===== config.mk =====
export PLATFORM = sky130hd
export DESIGN_NAME = clint_mmio_bridge_flat
export DESIGN_NICKNAME = d
export VERILOG_FILES = /design/src/rtl/clint_mmio_if.sv /design/src/rtl/clint_mmio_bridge.sv /design/src/flat_wrapper.sv
export SDC_FILE = /design/constraint.sdc
export NUM_CORES = 1
export LEC_CHECK = 0
export BUFFER_PORTS_ARGS = -buffer_cell sky130_fd_sc_hd__buf_4
export CAP_MARGIN = 20
export CELL_PAD_IN_SITES_DETAIL_PLACEMENT = 1
export CELL_PAD_IN_SITES_GLOBAL_PLACEMENT = 2
export CORE_MARGIN = 10
export CORE_UTILIZATION = 30
export DETAILED_ROUTE_END_ITERATION = 6
export PLACE_DENSITY = 0.82
export SYNTH_ARGS = -nofsm -noshare
export SYNTH_HDL_FRONTEND = slang
export SYNTH_SLANG_ARGS = --single-unit

===== constraint.sdc =====
create_clock -name clk -period 2.7 [get_ports clk]
set_input_delay 0 -clock clk [delete_from_list [all_inputs] [get_ports clk]]
set_output_delay 0 -clock clk [all_outputs]
set_load 0.01 [all_outputs]

===== src/rtl/clint_mmio_if.sv =====
// LSU-facing request/response channel of the CLINT bridge.
// The LSU side is the master modport and the bridge side is the slave modport.
interface clint_mmio_if;
    logic        req_valid;
    logic        req_ready;
    logic        req_wen;
    logic [63:0] req_addr;
    logic [63:0] req_wdata;
    logic        resp_valid;
    logic        resp_ready;
    logic [63:0] resp_rdata;
    logic        resp_err;

    modport master (
        output req_valid, req_wen, req_addr, req_wdata, resp_ready,
        input  req_ready, resp_valid, resp_rdata, resp_err
    );

    modport slave (
        input  req_valid, req_wen, req_addr, req_wdata, resp_ready,
        output req_ready, resp_valid, resp_rdata, resp_err
    );
endinterface


===== src/rtl/clint_mmio_bridge.sv =====
// Bus front end of the machine timer: decodes single-beat LSU accesses to
// mtime/mtimecmp and issues one timer strobe cycle per accepted request.
//
// state  | meaning
// IDLE   | ready for a request
// ACCESS | one-cycle timer strobe, response is latched on this edge
// RESP   | response held until the LSU accepts it
module clint_mmio_bridge #(
    parameter logic [63:0] BASE         = 64'h0000_0000_0200_0000,
    parameter logic [15:0] MTIMECMP_OFF = 16'h4000,
    parameter logic [15:0] MTIME_OFF    = 16'hBFF8
) (
    input  logic        clk,
    input  logic        rst,
    clint_mmio_if.slave bus,
    output logic        tmr_enable,
    output logic [1:0]  tmr_rw_mode,
    output logic [63:0] tmr_wdata,
    input  logic [63:0] tmr_rdata
);
    typedef enum logic [1:0] {IDLE, ACCESS, RESP} state_t;

    state_t      state;
    logic        cap_wen;
    logic [63:0] cap_addr;
    logic        hit;
    logic [1:0]  dec_mode;
    logic        dec_err;

    always_comb begin
        hit      = (cap_addr[63:16] == BASE[63:16]) && (cap_addr[2:0] == 3'b000);
        dec_mode = 2'd0;
        dec_err  = 1'b1;
        if (hit) begin
            if (!cap_wen && cap_addr[15:0] == MTIME_OFF) begin
                dec_mode = 2'd1;
                dec_err  = 1'b0;
            end else if (!cap_wen && cap_addr[15:0] == MTIMECMP_OFF) begin
                dec_mode = 2'd2;
                dec_err  = 1'b0;
            end else if (cap_wen && cap_addr[15:0] == MTIMECMP_OFF) begin
                dec_mode = 2'd3;
                dec_err  = 1'b0;
            end
        end
    end

    // The timer accumulates on every strobe cycle, so the mode is decoded
    // straight from ACCESS and drops to zero the moment reset hits.
    assign tmr_rw_mode = (state == ACCESS) ? dec_mode : 2'd0;

    always_ff @(posedge clk or negedge rst) begin
        if (!rst) begin
            state          <= IDLE;
            cap_wen        <= 1'b0;
            cap_addr       <= 64'd0;
            tmr_enable     <= 1'b0;
            tmr_wdata      <= 64'd0;
            bus.req_ready  <= 1'b0;
            bus.resp_valid <= 1'b0;
            bus.resp_rdata <= 64'd0;
            bus.resp_err   <= 1'b0;
        end else begin
            tmr_enable <= 1'b1;
            case (state)
                IDLE: begin
                    bus.req_ready <= 1'b1;
                    if (bus.req_valid && bus.req_ready) begin
                        cap_wen       <= bus.req_wen;
                        cap_addr      <= bus.req_addr;
                        bus.req_ready <= 1'b0;
                        state         <= ACCESS;
                        // Store data is staged here so it is valid during the strobe.
                        if (bus.req_wen) tmr_wdata <= bus.req_wdata;
                    end
                end
                ACCESS: begin
                    bus.resp_rdata <= (dec_mode == 2'd1 || dec_mode == 2'd2) ? tmr_rdata : 64'd0;
                    bus.resp_err   <= dec_err;
                    bus.resp_valid <= 1'b1;
                    state          <= RESP;
                end
                RESP: begin
                    if (bus.resp_ready) begin
                        bus.resp_valid <= 1'b0;
                        bus.req_ready  <= 1'b1;
                        state          <= IDLE;
                    end
                end
                default: state <= IDLE;
            endcase
        end
    end
endmodule


===== src/flat_wrapper.sv =====
// flat-port wrapper written by rule: the top's interface ports become plain ports
module clint_mmio_bridge_flat 
#(
    parameter logic [63:0] BASE         = 64'h0000_0000_0200_0000,
    parameter logic [15:0] MTIMECMP_OFF = 16'h4000,
    parameter logic [15:0] MTIME_OFF    = 16'hBFF8
)
  (clk, rst, tmr_enable, tmr_rw_mode, tmr_wdata, tmr_rdata, bus_req_valid, bus_req_wen, bus_req_addr, bus_req_wdata, bus_resp_ready, bus_req_ready, bus_resp_valid, bus_resp_rdata, bus_resp_err);
  clint_mmio_if bus_i ();
  input  logic clk;
  input  logic rst;
  output logic tmr_enable;
  output logic [1:0] tmr_rw_mode;
  output logic [63:0] tmr_wdata;
  input  logic [63:0] tmr_rdata;
  input wire logic [$bits(bus_i.req_valid)-1:0] bus_req_valid;
  input wire logic [$bits(bus_i.req_wen)-1:0] bus_req_wen;
  input wire logic [$bits(bus_i.req_addr)-1:0] bus_req_addr;
  input wire logic [$bits(bus_i.req_wdata)-1:0] bus_req_wdata;
  input wire logic [$bits(bus_i.resp_ready)-1:0] bus_resp_ready;
  output wire logic [$bits(bus_i.req_ready)-1:0] bus_req_ready;
  output wire logic [$bits(bus_i.resp_valid)-1:0] bus_resp_valid;
  output wire logic [$bits(bus_i.resp_rdata)-1:0] bus_resp_rdata;
  output wire logic [$bits(bus_i.resp_err)-1:0] bus_resp_err;
  assign bus_i.req_valid = bus_req_valid;
  assign bus_i.req_wen = bus_req_wen;
  assign bus_i.req_addr = bus_req_addr;
  assign bus_i.req_wdata = bus_req_wdata;
  assign bus_i.resp_ready = bus_resp_ready;
  assign bus_req_ready = bus_i.req_ready;
  assign bus_resp_valid = bus_i.resp_valid;
  assign bus_resp_rdata = bus_i.resp_rdata;
  assign bus_resp_err = bus_i.resp_err;
  clint_mmio_bridge #(.BASE(BASE), .MTIMECMP_OFF(MTIMECMP_OFF), .MTIME_OFF(MTIME_OFF)) u_core (.clk(clk), .rst(rst), .bus(bus_i), .tmr_enable(tmr_enable), .tmr_rw_mode(tmr_rw_mode), .tmr_wdata(tmr_wdata), .tmr_rdata(tmr_rdata));
endmodule

==> flow_summary_export.csv, run 1 <==
group,metric,value,unit
timing,hold_viol_final,0,
route,viasPerCell,4.60,
critical_path,cp_data_required_time,2.70,ns
final_layout,multi_input_area,0.00237,mm^2
timing,setup_viol,0,
logic_synthesis,yosys_warnings,0,
floorplanning,dieHeight,178,um
timing,fmax,396,MHz
power_and_ir_drop,p_leak,6.08,nW
logic_synthesis,synth_top_area_cell,"dfrtp_1",
timing,worst_pin_slew,0.758,ns
timing,fin_setup_tns,0,ns
logic_synthesis,synth_top_cells_by_count,"199 x dfrtp_1, 108 x mux2_2, 64 x a22o_1",
logic_synthesis,syn_area,0.00749,mm^2
cts,cts_setup_buffers,0,
global_routing,grt_pass1_wl,44600,um
route,detail-route-antenna-nets,0,
place,hpwl,18400,um
timing,slew_headroom,49.5,%
final_layout,register_area,0.00498,mm^2
floorplanning,ioPinCount,331,
critical_path,cp_max_fo,4,
route,routed_wl,28900,um
place,gp_congestion,0.753,
global_routing,first_global_vias,7262,
global_routing,antenna_found_initial,4,
logic_synthesis,ys_async_sr_fraction,100,%
logic_synthesis,synth_most_common_cell,"dfrtp_1",
floorplanning,core,0.0245,mm^2
logic_synthesis,synth-seq-area-share,66.5,%
critical_path,cp-start-kind,"flip-flop",
global_routing,grt.total_usage,18.1,%
cts,cts_buffer_depth,2,
critical_path,critPathArrivalTime,2.53,ns
final_layout,drive_gt1_share,48.3,%
timing,setup_slack,0.172,ns
timing,finalCritPeriodShare,93.6,%
critical_path,cp-end-kind,"output pin",
place,preCtsSetupSlack,0.328,ns
min_path,hp-class,"in -> reg",
final_layout,area_growth,72.2,%
logic_synthesis,ys_types,28,
timing,finalMaxSlewViolations,0,
global_routing,grt_max_degree,78,
route,wl_per_cell,21.6,um
power_and_ir_drop,peakVddDrop,0.000525,V
cts,clk-insertion-delay-late,0.43,ns
floorplanning,initial_core_util,30.6,%
cts,root_buffer,"clkbuf_16",
cts,cts_tree,"yes",
cts,cts_buffers,17,
final_layout,design_area,0.0129,mm^2
cts,cts_sinks,199,
logic_synthesis,synth_nets,673,
logic_synthesis,netlist_top_cells_area,"dfrtp_1 66%, mux2_2 16%, a22o_1 7.5%, mux2_1 3.0%, clkbuf_1 1.1%",
logic_synthesis,synth_edf_count,0,
timing,skew,0.0146,ns
global_routing,grt_remaining_overflow,0,
critical_path,path_class,"reg -> out",
final_layout,fillers,2441,
route,num_vias,6182,
flow_run,max_cap_violations,0,
floorplanning,rows,57,
route,firstDrtPassIters,4,
floorplanning,die_w,178,um
power_and_ir_drop,finalPower,10.6,mW
route,remaining_drc_errors,0,
cts,ctsHtreeMaxLevel,4,
logic_synthesis,synth_top_area_share,66.5,%
critical_path,regToRegSetupSlack,0.30,ns
final_layout,nets,1199,
logic_synthesis,synth_cells,476,
timing,finalCriticalPeriod,2.53,ns
run_status,status,"finished, final reports clean",
floorplanning,dieArea,0.0317,mm^2
timing,holdWs,0.0836,ns
logic_synthesis,syn_avg_cell_area,15.7,um^2
place,io_buffer_count,330,
timing,rsz0062_at_grt,"false",
logic_synthesis,ys_seq_elements,199,
power_and_ir_drop,p_per_area,821,mW/mm^2
logic_synthesis,synth-main-ff-cell,"dfrtp_1",
cts,path_clk_slew,0.07,ns
route,drt_iter0_drc,413,
place,dpl-instance-area,0.0104,mm^2
## per-layer routing
layer	vias to the layer above	part of all wire (%)	GRT usage [%]
met2	220	52	32.6
met1	3132	38	20.4
met5	-	0	0
met4	0	1.5	3.99
met3	24	8.2	6.03
li1	2806	-	-
## sequential cells by signal (all words and copies together) (netlist names)
signal                 count
u_core.bus.req_ready       1
u_core.bus.resp_err        1
u_core.bus.resp_rdata     64
u_core.bus.resp_valid      1
u_core.cap_addr           64
u_core.cap_wen             1
u_core.state               2
u_core.tmr_enable          1
u_core.tmr_wdata          64
## worst max-delay path, stage by stage, from the launching register on
cell and delay [ns]:
dfrtp_1 0.42, or2b_2 0.34, or4b_1 0.46, or4_1 0.56, a21oi_2 0.18, buf_4 0.15
## power breakdown
group	total (mW)	leakage [nW]	switching (mW)	internal, mW
combinational	3.44	3.32	1.45	1.98
clock	2.51	0.280	1.27	1.24
sequential	4.65	2.48	0.640	4.01
total	10.6	6.08	3.37	7.23
## kinds of logic after synthesis
kind of cell	after synthesis	share of synthesized area, %
other	1	0.0500
buffers and inverters	31	2.15
DFF	199	66.5
muxes	128	19.2
AOI/OAI and AO/OA	73	8.38
and+or+nand+nor	44	3.72
## worst paths after layout
kind,startpoint,endpoint,depth (start not counted)
worst max register to register,u_core.cap_addr[21]$_DFFE_PN0P_,u_core.bus.resp_rdata[22]$_DFFE_PN0P_,6
worst min register to register,u_core.tmr_wdata[47]$_DFFE_PN0P_,u_core.tmr_wdata[47]$_DFFE_PN0P_,1
worst max-delay path,u_core.state[1]$_DFFE_PN0P_,tmr_rw_mode[0],5
max in group asynchronous,rst,u_core.cap_addr[2]$_DFFE_PN0P_,3
min in group asynchronous,rst,u_core.bus.resp_rdata[47]$_DFFE_PN0P_,2
worst min-delay path,bus_req_wen,u_core.cap_wen$_DFFE_PN0P_,4
## layout by cell type, fill, tap and decap left out, types with 5 or more instances in the layout
cell and count:
inv_6 6, mux2_1 20, dlygate4sd3_1 194, nor2_1 5, nand4_1 6, clkbuf_16 17, nor4_1 11, buf_4 335
dfrtp_1 198, mux2_2 108, a22o_1 64
## cell type report
class                      instances  area share, %
tap                              324           3.14
antenna                            4         0.0776
clock inverter                    13           1.07
inverter                           4          0.116
multi-input combinational        246           18.4
sequential                       199           38.6
timing repair buffer             534           35.3
clock buffer                      19           3.35
## through the flow
stage,utilization (%),instances
floorplan,-,476
global placement,42.4,1113
detailed placement,42.4,1113
CTS,52.7,1339
global route,52.7,1342
finish,52.7,1343
## repair_timing
| item | 4_1_cts | 5_1_grt |
|---|---|---|
| hold endpoints to repair | 268 | 0 |
| setup endpoints to repair | 1 | 1 |
| gates resized for setup | 1 | 2 |
| hold buffers | 194 | 0 |
| pin swaps | 0 | 0 |
Note: power is estimated with default switching activity, not from simulation.
==> run 2: changes to the inputs <==
==> constraint.sdc (replaced) <==
create_clock -name clk -period 2.9 [get_ports clk]
set_input_delay 0 -clock clk [delete_from_list [all_inputs] [get_ports clk]]
set_output_delay 0 -clock clk [all_outputs]
set_load 0.01 [all_outputs]
==> flow_summary_export.csv, run 2 (synthesis gave the netlist of run 1 again) <==
group,metric,value,unit
flow_run,max_cap_violations,0,
global_routing,grt.total_usage,17.7,%
power_and_ir_drop,power_switching,3.15,mW
final_layout,nets,1196,
critical_path,path_class,"reg -> out",
route,viasPerCell,4.61,
final_layout,final_common_cell,"buf_4",
run_status,status,"finished, final reports clean",
critical_path,r2r_cells,6,
cts,clk-insertion-delay-late,0.43,ns
timing,setup_slack,0.285,ns
power_and_ir_drop,p_int,6.74,mW
power_and_ir_drop,p_clk_share,24.0,%
critical_path,cp_max_fo,6,
power_and_ir_drop,peakVddDrop,0.000399,V
global_routing,grt_max_degree,87,
critical_path,critPathArrivalTime,2.61,ns
place,gp_congestion,0.743,
final_layout,fillers,2409,
route,routed_wl,28800,um
timing,finalCriticalPeriod,2.61,ns
cts,cts_setup_buffers,0,
timing,slew_headroom,50.4,%
route,detail-route-antenna-nets,0,
floorplanning,die_w,178,um
cts,ctsHtreeMaxLevel,4,
final_layout,drive_gt1_share,47.8,%
place,preCtsSetupSlack,0.450,ns
timing,skew,0.0171,ns
power_and_ir_drop,switching_share,31.8,%
power_and_ir_drop,power_frac_comb,32.3,%
timing,rsz0062_at_grt,"false",
cts,path_clk_slew,0.08,ns
final_layout,reg_top3,"u_core.bus.resp_rdata: 64 flops, u_core.cap_addr: 64 flops, u_core.tmr_wdata: 64 flops",
timing,finalCritPeriodShare,90.2,%
floorplanning,rows,57,
global_routing,first_global_vias,7225,
floorplanning,dieArea,0.0317,mm^2
cts,cts_buffers,17,
route,drt_iter0_drc,416,
final_layout,multi_input_area,0.00236,mm^2
route,wl_per_cell,21.4,um
critical_path,regToRegSetupSlack,0.40,ns
critical_path,rr_endpoint,"u_core.bus.resp_rdata[40]$_DFFE_PN0P_",
cts,root_buffer,"clkbuf_16",
route,num_vias,6185,
critical_path,cp-end-kind,"output pin",
route,firstDrtPassIters,4,
power_and_ir_drop,p_leak,6.07,nW
min_path,hp-class,"in -> async",
timing,fmax,382,MHz
cts,cts_sinks,199,
power_and_ir_drop,p_per_area,768,mW/mm^2
critical_path,worstReg2RegStart,"u_core.cap_addr[2]$_DFFE_PN0P_",
timing,setup_viol,0,
critical_path,cp-start-kind,"flip-flop",
floorplanning,initial_core_util,30.6,%
place,hpwl,17800,um
place,io_buffer_count,330,
timing,finalMaxSlewViolations,0,
power_and_ir_drop,power_frac_seq,43.7,%
floorplanning,ioPinCount,331,
global_routing,grt_pass1_wl,43600,um
final_layout,final_cell_mix,"332 x buf_4, 199 x dfrtp_1, 194 x dlygate4sd3_1",
cts,cts_buffer_depth,2,
cts,cts_tree,"yes",
floorplanning,core,0.0245,mm^2
floorplanning,dieHeight,178,um
critical_path,cp_data_required_time,2.90,ns
final_layout,register_area,0.00498,mm^2
timing,worst_pin_slew,0.745,ns
final_layout,area_growth,72.0,%
timing,hold_viol_final,0,
power_and_ir_drop,finalPower,9.89,mW
global_routing,grt_remaining_overflow,0,
global_routing,antenna_found_initial,6,
route,remaining_drc_errors,0,
timing,fin_setup_tns,0,ns
[run 2: metrics by stage]
step | instance area (um^2) | hold slack (ns) | std cells | utilization, %
after global placement | 10300 | -0.0684 | 1110 | 42.3
after detailed placement | 10300 | -0.0690 | 1110 | 42.3
after CTS | 12900 | 0.0283 | 1336 | 52.6
after global routing | 12900 | 0.0358 | 1341 | 52.7
final | 12900 | 0.0351 | 1342 | 52.7
after floorplan | 7490 | -0.296 | 476 | -
[run 2: worst max path at each step]
stage / to / depth (start not counted) / startpoint
finish: tmr_rw_mode[0] / 5 / u_core.state[0]$_DFFE_PN0P_
global route: tmr_rw_mode[0] / 5 / u_core.state[0]$_DFFE_PN0P_
CTS: tmr_rw_mode[0] / 5 / u_core.state[0]$_DFFE_PN0P_
detailed placement: u_core.bus.resp_rdata[32]$_DFFE_PN0P_ / 6 / u_core.cap_addr[21]$_DFFE_PN0P_
global placement: u_core.bus.resp_rdata[12]$_DFFE_PN0P_ / 6 / u_core.cap_addr[21]$_DFFE_PN0P_
floorplan: u_core.bus.resp_rdata[10]$_DFFE_PN0P_ / 5 / u_core.cap_addr[31]$_DFFE_PN0P_
[run 2: power by group through the flow]
stage          combinational (mW)  sequential [mW]  clock [mW]
2_1_floorplan                1.34             4.42           0
3_3_place_gp                 2.90             4.27           0
3_5_place_dp                 2.95             4.32           0
4_1_cts                      3.18             4.27        2.43
5_1_grt                      3.43             4.45        2.58
6_report                     3.19             4.33        2.37
[run 2: final cells by class]
class	instances	area share [%]
Multi-Input combinational cell	246	18.3
Inverter	4	0.117
Tap cell	324	3.15
Timing Repair Buffer	531	35.1
Clock inverter	12	1.05
Sequential cell	199	38.6
Antenna cell	6	0.117
Clock buffer	20	3.47
[run 2: repair_timing]
action                    4_1_cts  5_1_grt
hold endpoints to repair      394        0
hold buffers                  194        0
resized for setup               0        0
[run 2: layer usage]
layer / part of all wire, % / GRT usage, % / vias to the layer above
met5: 0 / 0 / -
met4: 1.8 / 4.76 / 0
met3: 8.1 / 5.90 / 28
met2: 52 / 31.0 / 226
met1: 38 / 20.1 / 3116
li1: - / - / 2815
[run 2: worst max-delay path, cell delays in order, from the launching register on]
cell and delay, ns:
dfrtp_1 0.44, or2b_2 0.35, or4b_1 0.46, or4_1 0.55
a21oi_1 0.23, buf_4 0.17
==> run 3: changes to the inputs <==
--- a/config.mk
+++ b/config.mk
@@ -11,6 +11,7 @@
 export CELL_PAD_IN_SITES_GLOBAL_PLACEMENT = 2
 export CORE_MARGIN = 10
 export CORE_UTILIZATION = 30
+export CTS_BUF_LIST = sky130_fd_sc_hd__clkbuf_16
 export DETAILED_ROUTE_END_ITERATION = 6
 export PLACE_DENSITY = 0.82
 export SYNTH_ARGS = -nofsm -noshare
==> constraint.sdc (replaced) <==
create_clock -name clk -period 2.85 [get_ports clk]
set_input_delay 0 -clock clk [delete_from_list [all_inputs] [get_ports clk]]
set_output_delay 0 -clock clk [all_outputs]
set_load 0.01 [all_outputs]
==> flow_summary_export.csv, run 3 (synthesis gave the netlist of run 1 again) <==
group,metric,value,unit
final_layout,final_cell_mix,"335 x buf_4, 199 x dfrtp_1, 194 x dlygate4sd3_1",
cts,cts_tree,"yes",
cts,cts_buffers,17,
route,remaining_drc_errors,0,
critical_path,cp-start-kind,"flip-flop",
route,viasPerCell,4.60,
cts,ctsHtreeMaxLevel,4,
route,detail-route-antenna-nets,0,
timing,setup_viol,0,
floorplanning,ioPinCount,331,
route,num_vias,6187,
critical_path,regToRegSetupSlack,0.35,ns
critical_path,rr_endpoint,"u_core.bus.resp_rdata[14]$_DFFE_PN0P_",
min_path,hp-class,"in -> reg",
critical_path,worstReg2RegStart,"u_core.cap_addr[21]$_DFFE_PN0P_",
timing,worst_pin_slew,0.756,ns
final_layout,multi_input_area,0.00236,mm^2
critical_path,cp-end-kind,"output pin",
timing,finalCritPeriodShare,89.5,%
global_routing,antenna_found_initial,5,
floorplanning,dieHeight,178,um
final_layout,reg_top3,"u_core.bus.resp_rdata: 64 flops, u_core.cap_addr: 64 flops, u_core.tmr_wdata: 64 flops",
timing,fin_setup_tns,0,ns
critical_path,r2r_cells,6,
place,hpwl,18200,um
floorplanning,rows,57,
route,routed-wl-met2,15000,um
min_path,whs_endpoint,"u_core.cap_wen$_DFFE_PN0P_",
critical_path,slowest_delay,0.55,ns
critical_path,cp_data_required_time,2.85,ns
power_and_ir_drop,peakVddDrop,0.000453,V
cts,clk-insertion-delay-late,0.43,ns
cts,cts_sinks,199,
flow_run,max_cap_violations,0,
timing,fmax,392,MHz
route,top_layer,"met4",
floorplanning,core,0.0245,mm^2
global_routing,grt_max_degree,86,
timing,hold_viol_final,0,
final_layout,final_common_cell,"buf_4",
final_layout,nets,1198,
route,drt_iter0_drc,301,
timing,finalCriticalPeriod,2.55,ns
global_routing,grt.total_usage,17.7,%
critical_path,path_class,"reg -> out",
power_and_ir_drop,p_per_area,790,mW/mm^2
final_layout,fillers,2432,
global_routing,first_global_vias,7264,
final_layout,register_area,0.00498,mm^2
min_path,hold_depth,4,
cts,cts_buffer_depth,2,
place,dpl-instance-area,0.0103,mm^2
min_path,hold_start,"bus_req_wen",
route,wl_met1,10900,um
route,wl_per_cell,21.3,um
final_layout,design_area,0.0129,mm^2
power_and_ir_drop,finalPower,10.2,mW
timing,rsz0062_at_grt,"false",
route,routed_wl,28700,um
critical_path,crit_chain,"or2b_2, or4b_1, or4_1, a21oi_1, buf_4",
route,met3_length,2330,um
critical_path,cpMaxStageDelayCell,"or4_1",
critical_path,cp_max_fo,6,
route,firstDrtPassIters,4,
timing,finalMaxSlewViolations,0,
cts,path_clk_slew,0.08,ns
power_and_ir_drop,p_leak,6.10,nW
timing,slew_headroom,49.6,%
place,io_buffer_count,330,
floorplanning,initial_core_util,30.6,%
cts,root_buffer,"clkbuf_16",
run_status,status,"finished, final reports clean",
critical_path,critPathArrivalTime,2.55,ns
cts,ctsResizeCount,0,
global_routing,grt_remaining_overflow,0,
timing,skew,0.0133,ns
final_layout,drive_gt1_share,48.1,%
global_routing,grt_pass1_wl,43600,um
floorplanning,dieArea,0.0317,mm^2
place,gp_congestion,0.757,
final_layout,area_growth,72.6,%
floorplanning,die_w,178,um
run 3: what timing repair did:
action,in CTS,in global routing
setup buffers,0,0
hold buffers,194,0
endpoints found under the hold margin,277,0
run 3: worst max path at each step:
stage	from	to	slack, ns	cells past startpoint
2_1_floorplan	u_core.cap_addr[31]$_DFFE_PN0P_	u_core.bus.resp_rdata[10]$_DFFE_PN0P_	0.61	5
3_3_place_gp	u_core.cap_addr[2]$_DFFE_PN0P_	u_core.bus.resp_rdata[60]$_DFFE_PN0P_	0.45	6
3_5_place_dp	u_core.cap_addr[21]$_DFFE_PN0P_	u_core.bus.resp_rdata[41]$_DFFE_PN0P_	0.36	6
4_1_cts	u_core.state[0]$_DFFE_PN0P_	tmr_rw_mode[0]	0.16	5
5_1_grt	u_core.state[0]$_DFFE_PN0P_	tmr_rw_mode[1]	0.15	5
6_report	u_core.state[0]$_DFFE_PN0P_	tmr_rw_mode[0]	0.30	5
run 3: power by group:
| group | internal [mW] | total (mW) | switching [mW] |
|---|---|---|---|
| registers | 3.79 | 4.39 | 0.595 |
| clock network | 1.36 | 2.58 | 1.23 |
| logic | 1.86 | 3.24 | 1.38 |
| total | 7.01 | 10.2 | 3.20 |
run 3: through the flow:
| stage | worst slack, ns | hold slack [ns] | utilization, % | cells |
|---|---|---|---|---|
| 5_1_grt | 0.151 | 0.0739 | 52.9 | 1343 |
| 3_5_place_dp | 0.364 | 0.120 | 42.3 | 1112 |
| 6_report | 0.300 | 0.0661 | 52.9 | 1344 |
| 4_1_cts | 0.164 | 0.0439 | 52.8 | 1338 |
| 2_1_floorplan | 0.613 | -0.296 | - | 476 |
| 3_3_place_gp | 0.447 | 0.122 | 42.3 | 1112 |
run 3: critical path, delay by kind of cell (launching register included):
family / cells / cell delay (ns)
DFF: 1 / 0.45
AOI/OAI and AO/OA: 1 / 0.17
buffers and inverters: 1 / 0.15
and+or+nand+nor: 3 / 1.36
run 3: final cells by class:
type                            count  share of cell area [%]
Clock buffer                       17                    3.29
Multi-Input combinational cell    246                    18.3
Antenna cell                        6                   0.116
Tap cell                          324                    3.13
Clock inverter                     15                    1.57
Sequential cell                   199                    38.5
Timing Repair Buffer              533                    35.0
Inverter                            4                   0.116
run 3: routing by layer:
metal  global-route usage [%]  vias to the layer above
met5                        0                        -
li1                         -                     2814
met2                     31.7                      217
met3                     5.56                       25
met4                     4.62                        0
met1                     19.9                     3131
